### src/rtl/chord_song_reader_pkg.sv
// Shared widths, ROM word field offsets and sequencer states for the chord song reader.
package chord_song_reader_pkg;

    localparam int ADDR_W = 9;
    localparam int NOTE_W = 6;
    localparam int DUR_W  = 6;
    localparam int WORD_W = 1 + 2 + NOTE_W + DUR_W;

    // ROM word layout: {last_in_chord, voice[1:0], note, duration}
    localparam int DUR_LSB   = 0;
    localparam int DUR_MSB   = DUR_LSB + DUR_W - 1;
    localparam int NOTE_LSB  = DUR_MSB + 1;
    localparam int NOTE_MSB  = NOTE_LSB + NOTE_W - 1;
    localparam int VOICE_LSB = NOTE_MSB + 1;
    localparam int VOICE_MSB = VOICE_LSB + 1;
    localparam int LAST_BIT  = VOICE_MSB + 1;

    typedef enum logic [2:0] {
        S_IDLE,
        S_FETCH,
        S_READ,
        S_CALC,
        S_ADVANCE,
        S_DONE
    } state_t;

endpackage

### src/rtl/chord_song_reader_min3.sv
// Minimum of three durations ignoring zeros; all_zero flags that none is sounding.
module min3_nonzero
    import chord_song_reader_pkg::*;
(
    input  logic [DUR_W-1:0] a,
    input  logic [DUR_W-1:0] b,
    input  logic [DUR_W-1:0] c,
    output logic [DUR_W-1:0] min_val,
    output logic             all_zero
);

    always_comb begin
        // NOTE: every output gets a default first, so no path can infer a latch.
        min_val = '0;
        if (a != '0) min_val = a;
        if (b != '0 && (min_val == '0 || b < min_val)) min_val = b;
        if (c != '0 && (min_val == '0 || c < min_val)) min_val = c;
        all_zero = (min_val == '0);
    end

endmodule

### src/rtl/chord_song_reader.sv
// Walks the song ROM, groups entries into chords for the three-voice player,
// and waits time_advance beats (shortest remaining note) between chords.
module chord_song_reader
    import chord_song_reader_pkg::*;
(
    input  logic              clk,
    input  logic              reset,
    input  logic              start,
    input  logic              beat,
    output logic [ADDR_W-1:0] rom_addr,
    input  logic [WORD_W-1:0] rom_data,
    output logic [NOTE_W-1:0] note1,
    output logic [NOTE_W-1:0] note2,
    output logic [NOTE_W-1:0] note3,
    output logic [DUR_W-1:0]  duration1,
    output logic [DUR_W-1:0]  duration2,
    output logic [DUR_W-1:0]  duration3,
    output logic              new_note1,
    output logic              new_note2,
    output logic              new_note3,
    output logic [DUR_W-1:0]  time_advance,
    output logic              time_advance_ready,
    output logic              song_done,
    output logic              busy
);

    state_t            state;
    logic [ADDR_W:0]   addr;
    logic [ADDR_W:0]   addr_inc;
    logic [DUR_W-1:0]  rem1, rem2, rem3;
    logic [DUR_W-1:0]  bc;
    logic [DUR_W-1:0]  bc_next;
    logic [DUR_W-1:0]  min_rem;
    logic              rem_all_zero;

    logic              entry_last;
    logic [1:0]        entry_voice;
    logic [NOTE_W-1:0] entry_note;
    logic [DUR_W-1:0]  entry_dur;

    assign entry_last  = rom_data[LAST_BIT];
    assign entry_voice = rom_data[VOICE_MSB:VOICE_LSB];
    assign entry_note  = rom_data[NOTE_MSB:NOTE_LSB];
    assign entry_dur   = rom_data[DUR_MSB:DUR_LSB];

    assign addr_inc = addr + 1'b1;
    assign bc_next  = bc + 1'b1;

    min3_nonzero u_min3 (
        .a        (rem1),
        .b        (rem2),
        .c        (rem3),
        .min_val  (min_rem),
        .all_zero (rem_all_zero)
    );

    // NOTE: all state and outputs use non-blocking assignments so every register
    // samples pre-edge values regardless of statement order.
    always_ff @(posedge clk or posedge reset) begin
        if (reset) begin
            state              <= S_IDLE;
            addr               <= '0;
            rem1               <= '0;
            rem2               <= '0;
            rem3               <= '0;
            bc                 <= '0;
            rom_addr           <= '0;
            note1              <= '0;
            note2              <= '0;
            note3              <= '0;
            duration1          <= '0;
            duration2          <= '0;
            duration3          <= '0;
            new_note1          <= 1'b0;
            new_note2          <= 1'b0;
            new_note3          <= 1'b0;
            time_advance       <= '0;
            time_advance_ready <= 1'b0;
            song_done          <= 1'b0;
            busy               <= 1'b0;
        end else begin
            new_note1          <= 1'b0;
            new_note2          <= 1'b0;
            new_note3          <= 1'b0;
            time_advance_ready <= 1'b0;

            case (state)
                S_IDLE, S_DONE: begin
                    if (start) begin
                        state     <= S_FETCH;
                        addr      <= '0;
                        rom_addr  <= '0;
                        rem1      <= '0;
                        rem2      <= '0;
                        rem3      <= '0;
                        song_done <= 1'b0;
                        busy      <= 1'b1;
                    end
                end

                // rom_addr was loaded on entry; the ROM registers it this cycle.
                S_FETCH: state <= S_READ;

                S_READ: begin
                    addr <= addr_inc;
                    if (entry_dur != '0) begin
                        case (entry_voice)
                            2'd1: begin
                                note1 <= entry_note; duration1 <= entry_dur;
                                rem1  <= entry_dur;  new_note1 <= 1'b1;
                            end
                            2'd2: begin
                                note2 <= entry_note; duration2 <= entry_dur;
                                rem2  <= entry_dur;  new_note2 <= 1'b1;
                            end
                            2'd3: begin
                                note3 <= entry_note; duration3 <= entry_dur;
                                rem3  <= entry_dur;  new_note3 <= 1'b1;
                            end
                            default: ;
                        endcase
                    end
                    if (entry_last || addr_inc[ADDR_W]) begin
                        state <= S_CALC;
                    end else begin
                        state    <= S_FETCH;
                        rom_addr <= addr_inc[ADDR_W-1:0];
                    end
                end

                S_CALC: begin
                    time_advance       <= min_rem;
                    time_advance_ready <= 1'b1;
                    if (!rem_all_zero) begin
                        state <= S_ADVANCE;
                        bc    <= '0;
                    end else if (addr[ADDR_W]) begin
                        state     <= S_DONE;
                        song_done <= 1'b1;
                        busy      <= 1'b0;
                    end else begin
                        state    <= S_FETCH;
                        rom_addr <= addr[ADDR_W-1:0];
                    end
                end

                S_ADVANCE: begin
                    if (beat) begin
                        bc   <= bc_next;
                        rem1 <= (rem1 != '0) ? rem1 - 1'b1 : rem1;
                        rem2 <= (rem2 != '0) ? rem2 - 1'b1 : rem2;
                        rem3 <= (rem3 != '0) ? rem3 - 1'b1 : rem3;
                        if (bc_next == time_advance) begin
                            if (addr[ADDR_W]) begin
                                state     <= S_DONE;
                                song_done <= 1'b1;
                                busy      <= 1'b0;
                            end else begin
                                state    <= S_FETCH;
                                rom_addr <= addr[ADDR_W-1:0];
                            end
                        end
                    end
                end

                default: state <= S_IDLE;
            endcase
        end
    end

endmodule

### config.mk
export PLATFORM = sky130hd
export DESIGN_NAME = chord_song_reader
export DESIGN_NICKNAME = d
export VERILOG_FILES = /design/src/rtl/chord_song_reader_pkg.sv /design/src/rtl/chord_song_reader_min3.sv /design/src/rtl/chord_song_reader.sv
export SDC_FILE = /design/constraint.sdc
export NUM_CORES = 1
export LEC_CHECK = 0
export BUFFER_PORTS_ARGS = -buffer_cell sky130_fd_sc_hd__buf_2
export CORE_ASPECT_RATIO = 0.8
export CORE_MARGIN = 1.5
export CORE_UTILIZATION = 48
export DETAILED_ROUTE_END_ITERATION = 10
export GPL_TIMING_DRIVEN = 0
export PLACE_DENSITY = 0.71
export SLEW_MARGIN = 10
export SYNTH_ARGS = -nofsm -noshare
export SYNTH_HDL_FRONTEND = slang
export SYNTH_SLANG_ARGS = --single-unit
### constraint.sdc
create_clock -name clk -period 3.7 [get_ports clk]
set_input_delay 0.74 -clock clk [delete_from_list [all_inputs] [get_ports clk]]
set_output_delay 0.74 -clock clk [all_outputs]
set_load 0.05 [all_outputs]
# After elaboration in Yosys (flattened, before gate mapping)
# Index checks and enable logic that the tools add are counted.
[word_totals]
elab_cells = 139
ff_bits = 94
[classes]
n_eq_ne = 22
reduce_logical = 30
mux = 60
n_lt_le_gt_ge = 2
add_sub_neg = 5
[ops]
columns = ["operator", "n"]
rows = [
  ["2-to-1 mux 6 bit", 18],
  ["2-to-1 mux 9 bit", 6],
  ["one-hot mux 6 bit (3 select lines)", 3],
  ["one-hot mux 9 bit (4 select lines)", 1],
  ["AND reduction 6 bit", 4],
  ["nonzero test 6 bit", 4],
  ["2-to-1 mux 1 bit", 20],
  ["!= test 2 bit, second input constant", 10],
  ["one-hot mux 10 bit (2 select lines)", 1],
  ["zero test 6 bit", 3],
  ["subtractor 6 x 1 -> 6 bit, second input constant", 3],
  ["2-to-1 mux 3 bit", 5],
  ["one-hot mux 3 bit (5 select lines)", 1],
  ["AND reduction 3 bit", 5],
  ["< comparator 6 bit", 2],
  ["one-hot mux 6 bit (2 select lines)", 1],
  ["adder 10 x 1 -> 10 bit, second input constant", 1],
  ["2-to-1 mux 10 bit", 1],
  ["adder 6 x 1 -> 6 bit, second input constant", 1],
  ["equality test 3 x 2 -> 1 bit, second input constant", 2],
  ["equality test 3 bit, second input constant", 2],
  ["equality test 6 bit", 1],
  ["!= test 2 x 1 -> 1 bit, second input constant", 3],
  ["one-hot mux 1 bit (3 select lines)", 2],
  ["other kinds (13)", 19],
]

# Depth between registers and ports, before layout
# Gate-level depths: netlist of the first run.
[logic_depth]
depth_word = 13
depth_mapped = 19
mapped_depth_nobuf = 16

# By module
# A second synthesis of the first run with hierarchy kept.
[hier_totals]
cells_unflattened = 553
area_unflattened_um2 = 5098.6
[by_module_without_submodules]
columns = ["mod", "cells_each", "instances", "seq_area_each_um2", "area_per_inst_um2"]
rows = [
  ["chord_song_reader", 481, 1, 2352.3, 4574.4],
  ["min3_nonzero", 72, 1, 0.0, 524.3],
]

# Least setup slack after synthesis of the first run
# Ideal clock, no wire load.
[synth_timing]
path_kind = "register to register"
start = "register rem1[0]"
end = "register state[0]"
period_less_slack_ps = 4045
path_stages_with_launch = 19
t_arrival_ps = 3952
required_ps = 3606
path_slack_ps = -345
path_buffers = 2
setup_time_ps = 94
path_cell_list = "dfrtp_1 inv_1 ha_1 clkbuf_1 and2_1 a221o_1 a221oi_2 buf_6 mux2i_1 ha_1 a21o_1 a21oi_1 o21ai_0 nor2_1 a211oi_4 o41ai_4 and2_4 nand3_2 a221oi_2"
[synth_via]
elab_chain_cells = 13
elab_cells_between_ends = 15
[synth_rtl]
columns = ["item", "line_no", "text"]
rows = [
  ["start, declared", "chord_song_reader.sv:30", "logic [DUR_W-1:0] rem1, rem2, rem3;"],
  ["start signal, assigned", "chord_song_reader.sv:150", "rem1 <= (rem1 != '0) ? rem1 - 1'b1 : rem1;"],
  ["nonzero test 6 bit", "chord_song_reader_min3.sv:15", "if (a != '0) min_val = a;"],
  ["2-to-1 mux 6 bit *", "chord_song_reader_min3.sv:15", ""],
  ["< comparator 6 bit / zero test 6 bit (equally long branches)", "chord_song_reader_min3.sv:16", "if (b != '0 && (min_val == '0 || b < min_val)) min_val = b;"],
  ["logical OR 1 bit", "chord_song_reader_min3.sv:16", ""],
  ["logical AND 1 bit", "chord_song_reader_min3.sv:16", ""],
  ["2-to-1 mux 6 bit *", "chord_song_reader_min3.sv:16", ""],
  ["< comparator 6 bit / zero test 6 bit (equally long branches)", "chord_song_reader_min3.sv:17", "if (c != '0 && (min_val == '0 || c < min_val)) min_val = c;"],
  ["logical OR 1 bit", "chord_song_reader_min3.sv:17", ""],
  ["logical AND 1 bit", "chord_song_reader_min3.sv:17", ""],
  ["2-to-1 mux 6 bit *", "chord_song_reader_min3.sv:17", ""],
  ["zero test 6 bit *", "chord_song_reader_min3.sv:18", "all_zero = (min_val == '0);"],
  ["2-to-1 mux 3 bit *", "chord_song_reader.sv:134", "if (!rem_all_zero) begin"],
  ["one-hot mux 3 bit (5 select lines) *", "chord_song_reader.sv:87", "case (state)"],
  ["end signal, assigned", "chord_song_reader.sv:90", "state <= S_FETCH;"],
  ["end signal, assigned", "chord_song_reader.sv:135", "state <= S_ADVANCE;"],
  ["end signal, assigned", "chord_song_reader.sv:138", "state <= S_DONE;"],
  ["end, declared", "chord_song_reader.sv:27", "state_t state;"],
]
# Every way passes the cells marked *; elsewhere a longest branch is shown, timed or not.
# A chain may end at the register's enable or synchronous reset.

# Worst setup path in the final report of the first run
[layout_timing]
start = "register rem1[1]"
end = "register rom_addr[6]"
[layout_via]
elab_chain_cells = 13
elab_cells_between_ends = 15
[layout_rtl]
columns = ["item", "line_no", "text"]
rows = [
  ["nonzero test 6 bit", "chord_song_reader_min3.sv:15", ""],
  ["2-to-1 mux 6 bit *", "chord_song_reader_min3.sv:15", ""],
  ["< comparator 6 bit / zero test 6 bit (equally long branches)", "chord_song_reader_min3.sv:16", ""],
  ["logical OR 1 bit", "chord_song_reader_min3.sv:16", ""],
  ["logical AND 1 bit", "chord_song_reader_min3.sv:16", ""],
  ["2-to-1 mux 6 bit *", "chord_song_reader_min3.sv:16", ""],
  ["< comparator 6 bit / zero test 6 bit (equally long branches)", "chord_song_reader_min3.sv:17", ""],
  ["logical OR 1 bit", "chord_song_reader_min3.sv:17", ""],
  ["logical AND 1 bit", "chord_song_reader_min3.sv:17", ""],
  ["2-to-1 mux 6 bit *", "chord_song_reader_min3.sv:17", ""],
  ["zero test 6 bit *", "chord_song_reader_min3.sv:18", ""],
  ["!= test 2 bit (no line) *", "-", ""],
  ["AND reduction 6 bit (no line) *", "-", ""],
  ["end signal, assigned", "chord_song_reader.sv:127", "rom_addr <= addr_inc[ADDR_W-1:0];"],
  ["end signal, assigned", "chord_song_reader.sv:143", "rom_addr <= addr[ADDR_W-1:0];"],
  ["end signal, assigned", "chord_song_reader.sv:160", "rom_addr <= addr[ADDR_W-1:0];"],
  ["end, declared", "chord_song_reader.sv:10", "output logic [ADDR_W-1:0] rom_addr,"],
]
# Marks and branches as above.

==> flow_summary.json, run 1 <==
{
  "drv_slew": 0,
  "core_area_sq_um": 11000,
  "synth_edf_count": 0,
  "clkSlewWorstSetupHoldPaths_ps": 80,
  "synthFlopType": "dfrtp_1",
  "start_kind": "flip-flop",
  "critPathKind": "reg2reg",
  "cp.required_ps": 3920,
  "cts_tree": "done",
  "die_area_sq_um": 12100,
  "clockBufferDepth": 2,
  "setup.worst_path.end_class": "flip-flop",
  "hpwlAfterDp_um": 10300,
  "synth_compound_area_share_pct": 20.9,
  "path_cells": "inv_2 -> ha_4 -> and2_4 -> a221o_1 -> a221oi_4 -> buf_6 -> mux2i_4 -> ha_4 -> a21o_1 -> a21oi_2 -> o21ai_2 -> nor3_1 -> a211o_1 -> o41ai_4 -> and2_4 -> buf_6 -> a311oi_2 -> o21ai_1",
  "yosys_warnings": 0,
  "rows": 34,
  "syn_avg_cell_area_sq_um": 9.54,
  "drt-initial-drc-count": 443,
  "drc_errors": 0,
  "regArea_sq_um": 2350,
  "post-route-period-util_pct": 114,
  "multi_input_area_sq_um": 3110,
  "place_congestion": 0.921,
  "r2r_end": "rom_addr[6]",
  "cts-root-buf": "clkbuf_16",
  "fin_ws_ps": -500,
  "synth.distinct_cells": 64,
  "finalSetupViolCount": 24,
  "netlist_instances": 576,
  "first_pass_iters": 5,
  "wl_um": 15200,
  "top_regs": "addr (10), rom_addr (9)",
  "syn_area_sq_um": 5490,
  "routed_via_density": 5.92,
  "wl_per_cell_um": 18.2,
  "grt_pass1_vias": 4806,
  "syn_to_final_growth_pct": 23.7,
  "ant_nets": 0,
  "grt_usage_pct": 25.7,
  "r2r_start": "rem1[1]",
  "yosysSeqAreaShare_pct": 42.8,
  "diodes": 0,
  "drv_cap": 0,
  "relSlewSlack_pct": 46.7,
  "grt_max_degree": 51,
  "synth_top_family_by_area": "compound AO/OA/AOI/OAI gates",
  "largest-register": "addr",
  "ys_ff_latch": 94,
  "rrSetupSlack_ps": -500,
  "post-route-min-period_ps": 4200,
  "htree_levels": 3,
  "violations": "setup timing",
  "synth_xor_xnor_area_share_pct": 2.48,
  "status": "finished, violations left",
  "dp_slack_ps": -895,
  "startpoint": "rem1[1]",
  "hold_class": "in2async",
  "synthMuxAreaShare_pct": 11.0,
  "skew_ps": 10.6,
  "cp.arrival_ps": 4420,
  "start_util_pct": 49.9,
  "max_freq_mhz": 238,
  "antenna_found_initial": 0,
  "port_buffers": 75,
  "drive_gt1_share_pct": 32.8,
  "grt_first_pass_wirelength_um": 24400,
  "synth-adder-area-share_pct": 3.87,
  "slowest_delay_ps": 390,
  "cp_max_fo": 7,
  "dieHeight_um": 98.7,
  "cts_buffers": 9,
  "ios": 76,
  "ff2ff_path_depth": 18,
  "fillers": 887,
  "crit_slowest_cell": "dfrtp_1",
  "synthSimpleGateAreaFrac_pct": 14.9,
  "fp.dieW_um": 123,
  "grt_remaining_overflow": 0,
  "ys_async_sr_fraction_pct": 100,
  "finalNetCount": 724,
  "max_slew.worst_pin.slew_ps": 800,
  "largest_register_ffs": 10,
  "rsz0062_at_grt": "true",
  "synth_nets": 612,
  "hold_viol": 0,
  "num_vias": 4953,
  "cts_num_sinks": 94,
  "clock_latency_ps": 350,
  "hold_buffers": 0
}
-- routing by layer --
layer	routed length (um)	vias to the layer above	GRT usage (%)	part of all wire, %
met4	199	0	5.37	1.3
li1	-	2313	-	-
met3	1210	25	6.08	8.0
met1	6890	2389	37.2	45
met5	0	-	0	0
met2	6890	226	39.5	45
-- cells in the mapped netlist (6+ instances only) --
master / number / share of area [%]
a31oi_1: 6 / 0.68
a311oi_1: 10 / 1.6
xnor2_1: 6 / 0.96
ha_1: 17 / 3.9
nor3_1: 8 / 0.73
nand2b_1: 9 / 1.0
o21ai_0: 60 / 5.5
dfrtp_1: 94 / 43
nand2_1: 52 / 3.6
nor2_1: 66 / 4.5
o21ai_1: 10 / 0.91
xor2_1: 7 / 1.1
mux2_2: 47 / 9.6
inv_1: 20 / 1.4
a21oi_1: 37 / 3.4
clkbuf_1: 20 / 1.4
-- logic make-up after synthesis --
kind of cell / after synthesis
xor gates and xnor gates: 14
adders and majority gates: 17
and+or+nand+nor: 173
DFF: 94
buffers and inverters: 49
muxes: 54
AOI/OAI and AO/OA: 175
-- how the worst max path moves through the flow --
stage	end	slack, ps	cells past startpoint
2_1_floorplan	state[0]	-290	17
3_3_place_gp	rom_addr[2]	-800	18
3_5_place_dp	state[0]	-900	17
4_1_cts	rom_addr[7]	-340	19
5_1_grt	rom_addr[6]	-660	19
6_report	rom_addr[6]	-500	18
-- cells in the final DEF (no fill, tap or decap), types with 14 or more instances in the layout --
master	instances
dfrtp_1	92
ha_1	14
mux2_2	47
nand2_1	49
a21oi_1	32
clkbuf_1	18
inv_1	17
o21ai_1	16
buf_2	79
o21ai_0	50
buf_4	23
nor2_1	63
-- layout make-up --
type / count / area share [%]
inverter: 20 / 1.14
multi-input combinational: 433 / 45.7
buffer: 27 / 2.10
sequential: 94 / 34.7
clock inverter: 7 / 1.27
tap: 144 / 2.65
timing repair buffer: 103 / 9.15
clock buffer: 9 / 3.31
-- critical path: cells and delay by family (launching register included) --
family / cells / cell delay, ps
DFF: 1 / 390
adders and majority gates: 2 / 450
and+or+nand+nor: 3 / 700
muxes: 1 / 290
AOI/OAI and AO/OA: 9 / 1790
buffers and inverters: 3 / 440
-- metrics by stage --
step | std cells | TNS (ps) | area (sq um) | util (%) | hold slack (ps)
after global routing | 837 | -11850 | 6790 | 61.7 | 518
after CTS | 832 | -4740 | 6650 | 60.4 | 502
after detailed placement | 796 | -17620 | 6130 | 55.6 | 491
after global placement | 795 | -66830 | 6100 | 55.3 | 484
after floorplan | 576 | -4650 | 5540 | - | 487
final | 837 | -7830 | 6790 | 61.7 | 482
-- what timing repair did --
| item | CTS | global route |
|---|---|---|
| gates resized for setup | 19 | 32 |
| gates cloned | 2 | 2 |
| pin swaps | 15 | 12 |
| buffers inserted | 20 | 3 |
| endpoints found under the setup margin | 25 | 25 |
Power of run 1 is left out: the tool's default activity adds up to more than one toggle a clock period on the data nets, which glitch-free logic cannot reach.
==> inputs of run 2 (changes only) <==
--- a/config.mk
+++ b/config.mk
@@ -11,7 +11,8 @@
 export CORE_UTILIZATION = 48
 export DETAILED_ROUTE_END_ITERATION = 10
 export GPL_TIMING_DRIVEN = 0
-export PLACE_DENSITY = 0.71
+export PLACE_DENSITY = 0.69
+export SKIP_CTS_REPAIR_TIMING = 1
 export SLEW_MARGIN = 10
 export SYNTH_ARGS = -nofsm -noshare
 export SYNTH_HDL_FRONTEND = slang
==> constraint.sdc (replaced) <==
create_clock -name clk -period 4.5 [get_ports clk]
set_input_delay 0.9 -clock clk [delete_from_list [all_inputs] [get_ports clk]]
set_output_delay 0.9 -clock clk [all_outputs]
set_load 0.05 [all_outputs]
==> run 2 against run 1 <==
  * The flow now finishes without violations
  * Non-clock buffer count down 18
  * Worst setup slack better by 670 ps
  * Clock skew up 1.2 ps
  * Sequential share of layout area up 1.7 points
  * Global-route usage down 1.4 points
  * Critical path type unchanged
  * Largest cell class unchanged
==> flow_summary.json, run 2 (same netlist as run 1, synthesis figures left out) <==
{
  "hold_ws_ps": 508,
  "hold_class": "reg2reg",
  "place_congestion": 0.921,
  "wl_met2_um": 6220,
  "dp_slack_ps": -151,
  "grt_max_degree": 52,
  "routed_via_density": 5.86,
  "drive_gt1_share_pct": 27.0,
  "mostFrequentLayoutCells": "dfrtp_1, buf_2, nor2_1",
  "first_pass_iters": 7,
  "die_area_sq_um": 12100,
  "max_slew.worst_pin.slew_ps": 783,
  "path_cells": "inv_1 -> ha_1 -> and2_1 -> a221o_1 -> a221oi_4 -> buf_6 -> buf_4 -> a2bb2oi_1 -> ha_1 -> inv_1 -> o211a_1 -> buf_4 -> a211oi_4 -> o2bb2ai_1 -> buf_2 -> a21oi_1 -> a311oi_1 -> o21ai_1",
  "finalSetupViolCount": 0,
  "antenna_found_initial": 0,
  "drv_cap": 0,
  "relSlewSlack_pct": 47.8,
  "cts_num_sinks": 94,
  "core_area_sq_um": 11000,
  "cts_buffers": 9,
  "multi_input_area_sq_um": 2950,
  "post-route-min-period_ps": 4330,
  "max_freq_mhz": 231,
  "start_kind": "flip-flop",
  "grt_first_pass_wirelength_um": 23200,
  "wl_per_cell_um": 17.3,
  "setup.worst_path.end_class": "flip-flop",
  "diodes": 0,
  "clock_latency_ps": 350,
  "cts_tree": "done",
  "syn_to_final_growth_pct": 17.7,
  "clkSlewWorstSetupHoldPaths_ps": 70,
  "grt_pass1_vias": 4626,
  "slowest_delay_ps": 400,
  "finalNetCount": 706,
  "post-route-period-util_pct": 96.2,
  "hpwlAfterDp_um": 10300,
  "ios": 76,
  "cts-root-buf": "clkbuf_16",
  "htree_levels": 3,
  "largest-register": "addr",
  "fp.dieW_um": 123,
  "drc_errors": 0,
  "regArea_sq_um": 2350,
  "port_buffers": 75,
  "wl_met3_um": 1130,
  "cp_max_fo": 10,
  "grt_remaining_overflow": 0,
  "cp.required_ps": 4720,
  "status": "finished, final reports clean",
  "rows": 34,
  "fin_ws_ps": 172,
  "grt_usage_pct": 24.3,
  "cp.arrival_ps": 4540,
  "final_common_cell": "dfrtp_1",
  "wl_um": 14200,
  "ant_nets": 0,
  "hold_viol": 0,
  "num_vias": 4801,
  "critPathKind": "reg2reg",
  "largest_register_ffs": 10,
  "wl_met1_um": 6640,
  "rrSetupSlack_ps": 170,
  "top_layer": "met4",
  "dieHeight_um": 98.7,
  "drv_slew": 0,
  "drt-initial-drc-count": 462,
  "top_regs": "addr (10), rom_addr (9)",
  "crit_slowest_cell": "dfrtp_1",
  "skew_ps": 11.8,
  "fillers": 961,
  "clockBufferDepth": 2,
  "start_util_pct": 49.9
}
-- run 2: cell count changes in the layout (fill, tap and decap cells not counted), moves of 4 or more --
cell      before  now
buf_4         23    8
o21ai_1       16   11
a21oi_1       32   37
a311oi_1       6   10
buf_6          9    4
a311oi_2       4    0
a21oi_2        5    1
o21ai_0       50   58
-- run 2: per-layer routing --
| metal | global-route usage (%) | vias up |
|---|---|---|
| li1 | - | 2285 |
| met1 | 36.3 | 2306 |
| met2 | 35.2 | 194 |
| met3 | 5.96 | 16 |
| met4 | 6.80 | 0 |
| met5 | 0 | - |
-- run 2: cell type report --
class | instances | area share (%)
buffer | 28 | 2.19
clock buffer | 9 | 3.48
clock inverter | 7 | 1.16
inverter | 20 | 1.20
multi-input combinational | 433 | 45.6
sequential | 94 | 36.4
tap | 144 | 2.79
timing repair buffer | 84 | 7.16
-- run 2: worst paths after layout --
kind                          start  cells after the start      endpoint
hold / removal             note3[0]                      1      note3[0]
setup reg to reg            rem1[1]                     18   rom_addr[8]
setup / recovery            rem1[1]                     18   rom_addr[8]
max in group asynchronous     reset                      3         bc[2]
min in group asynchronous     reset                      2  duration1[5]
hold reg to reg            note3[0]                      1      note3[0]
-- run 2: worst max-delay path, delay by kind of cell (launching register included) --
kind	cells	cell delay [ps]
adders and majority gates	2	470
AOI/OAI and AO/OA	9	2220
and+or+nand+nor	1	160
buffers and inverters	6	940
DFF	1	400
-- run 2: through the flow --
| step | util (%) | TNS (ps) | instance area (sq um) | std cells |
|---|---|---|---|---|
| 4_1_cts | 57.9 | -1900 | 6380 | 812 |
| 3_5_place_dp | 55.2 | -1430 | 6080 | 796 |
| 3_3_place_gp | 54.9 | -681 | 6050 | 795 |
| 2_1_floorplan | - | 0 | 5490 | 576 |
| 6_report | 58.7 | 0 | 6460 | 819 |
| 5_1_grt | 58.7 | -21.6 | 6460 | 819 |
Power of run 2 is left out for the same reason.
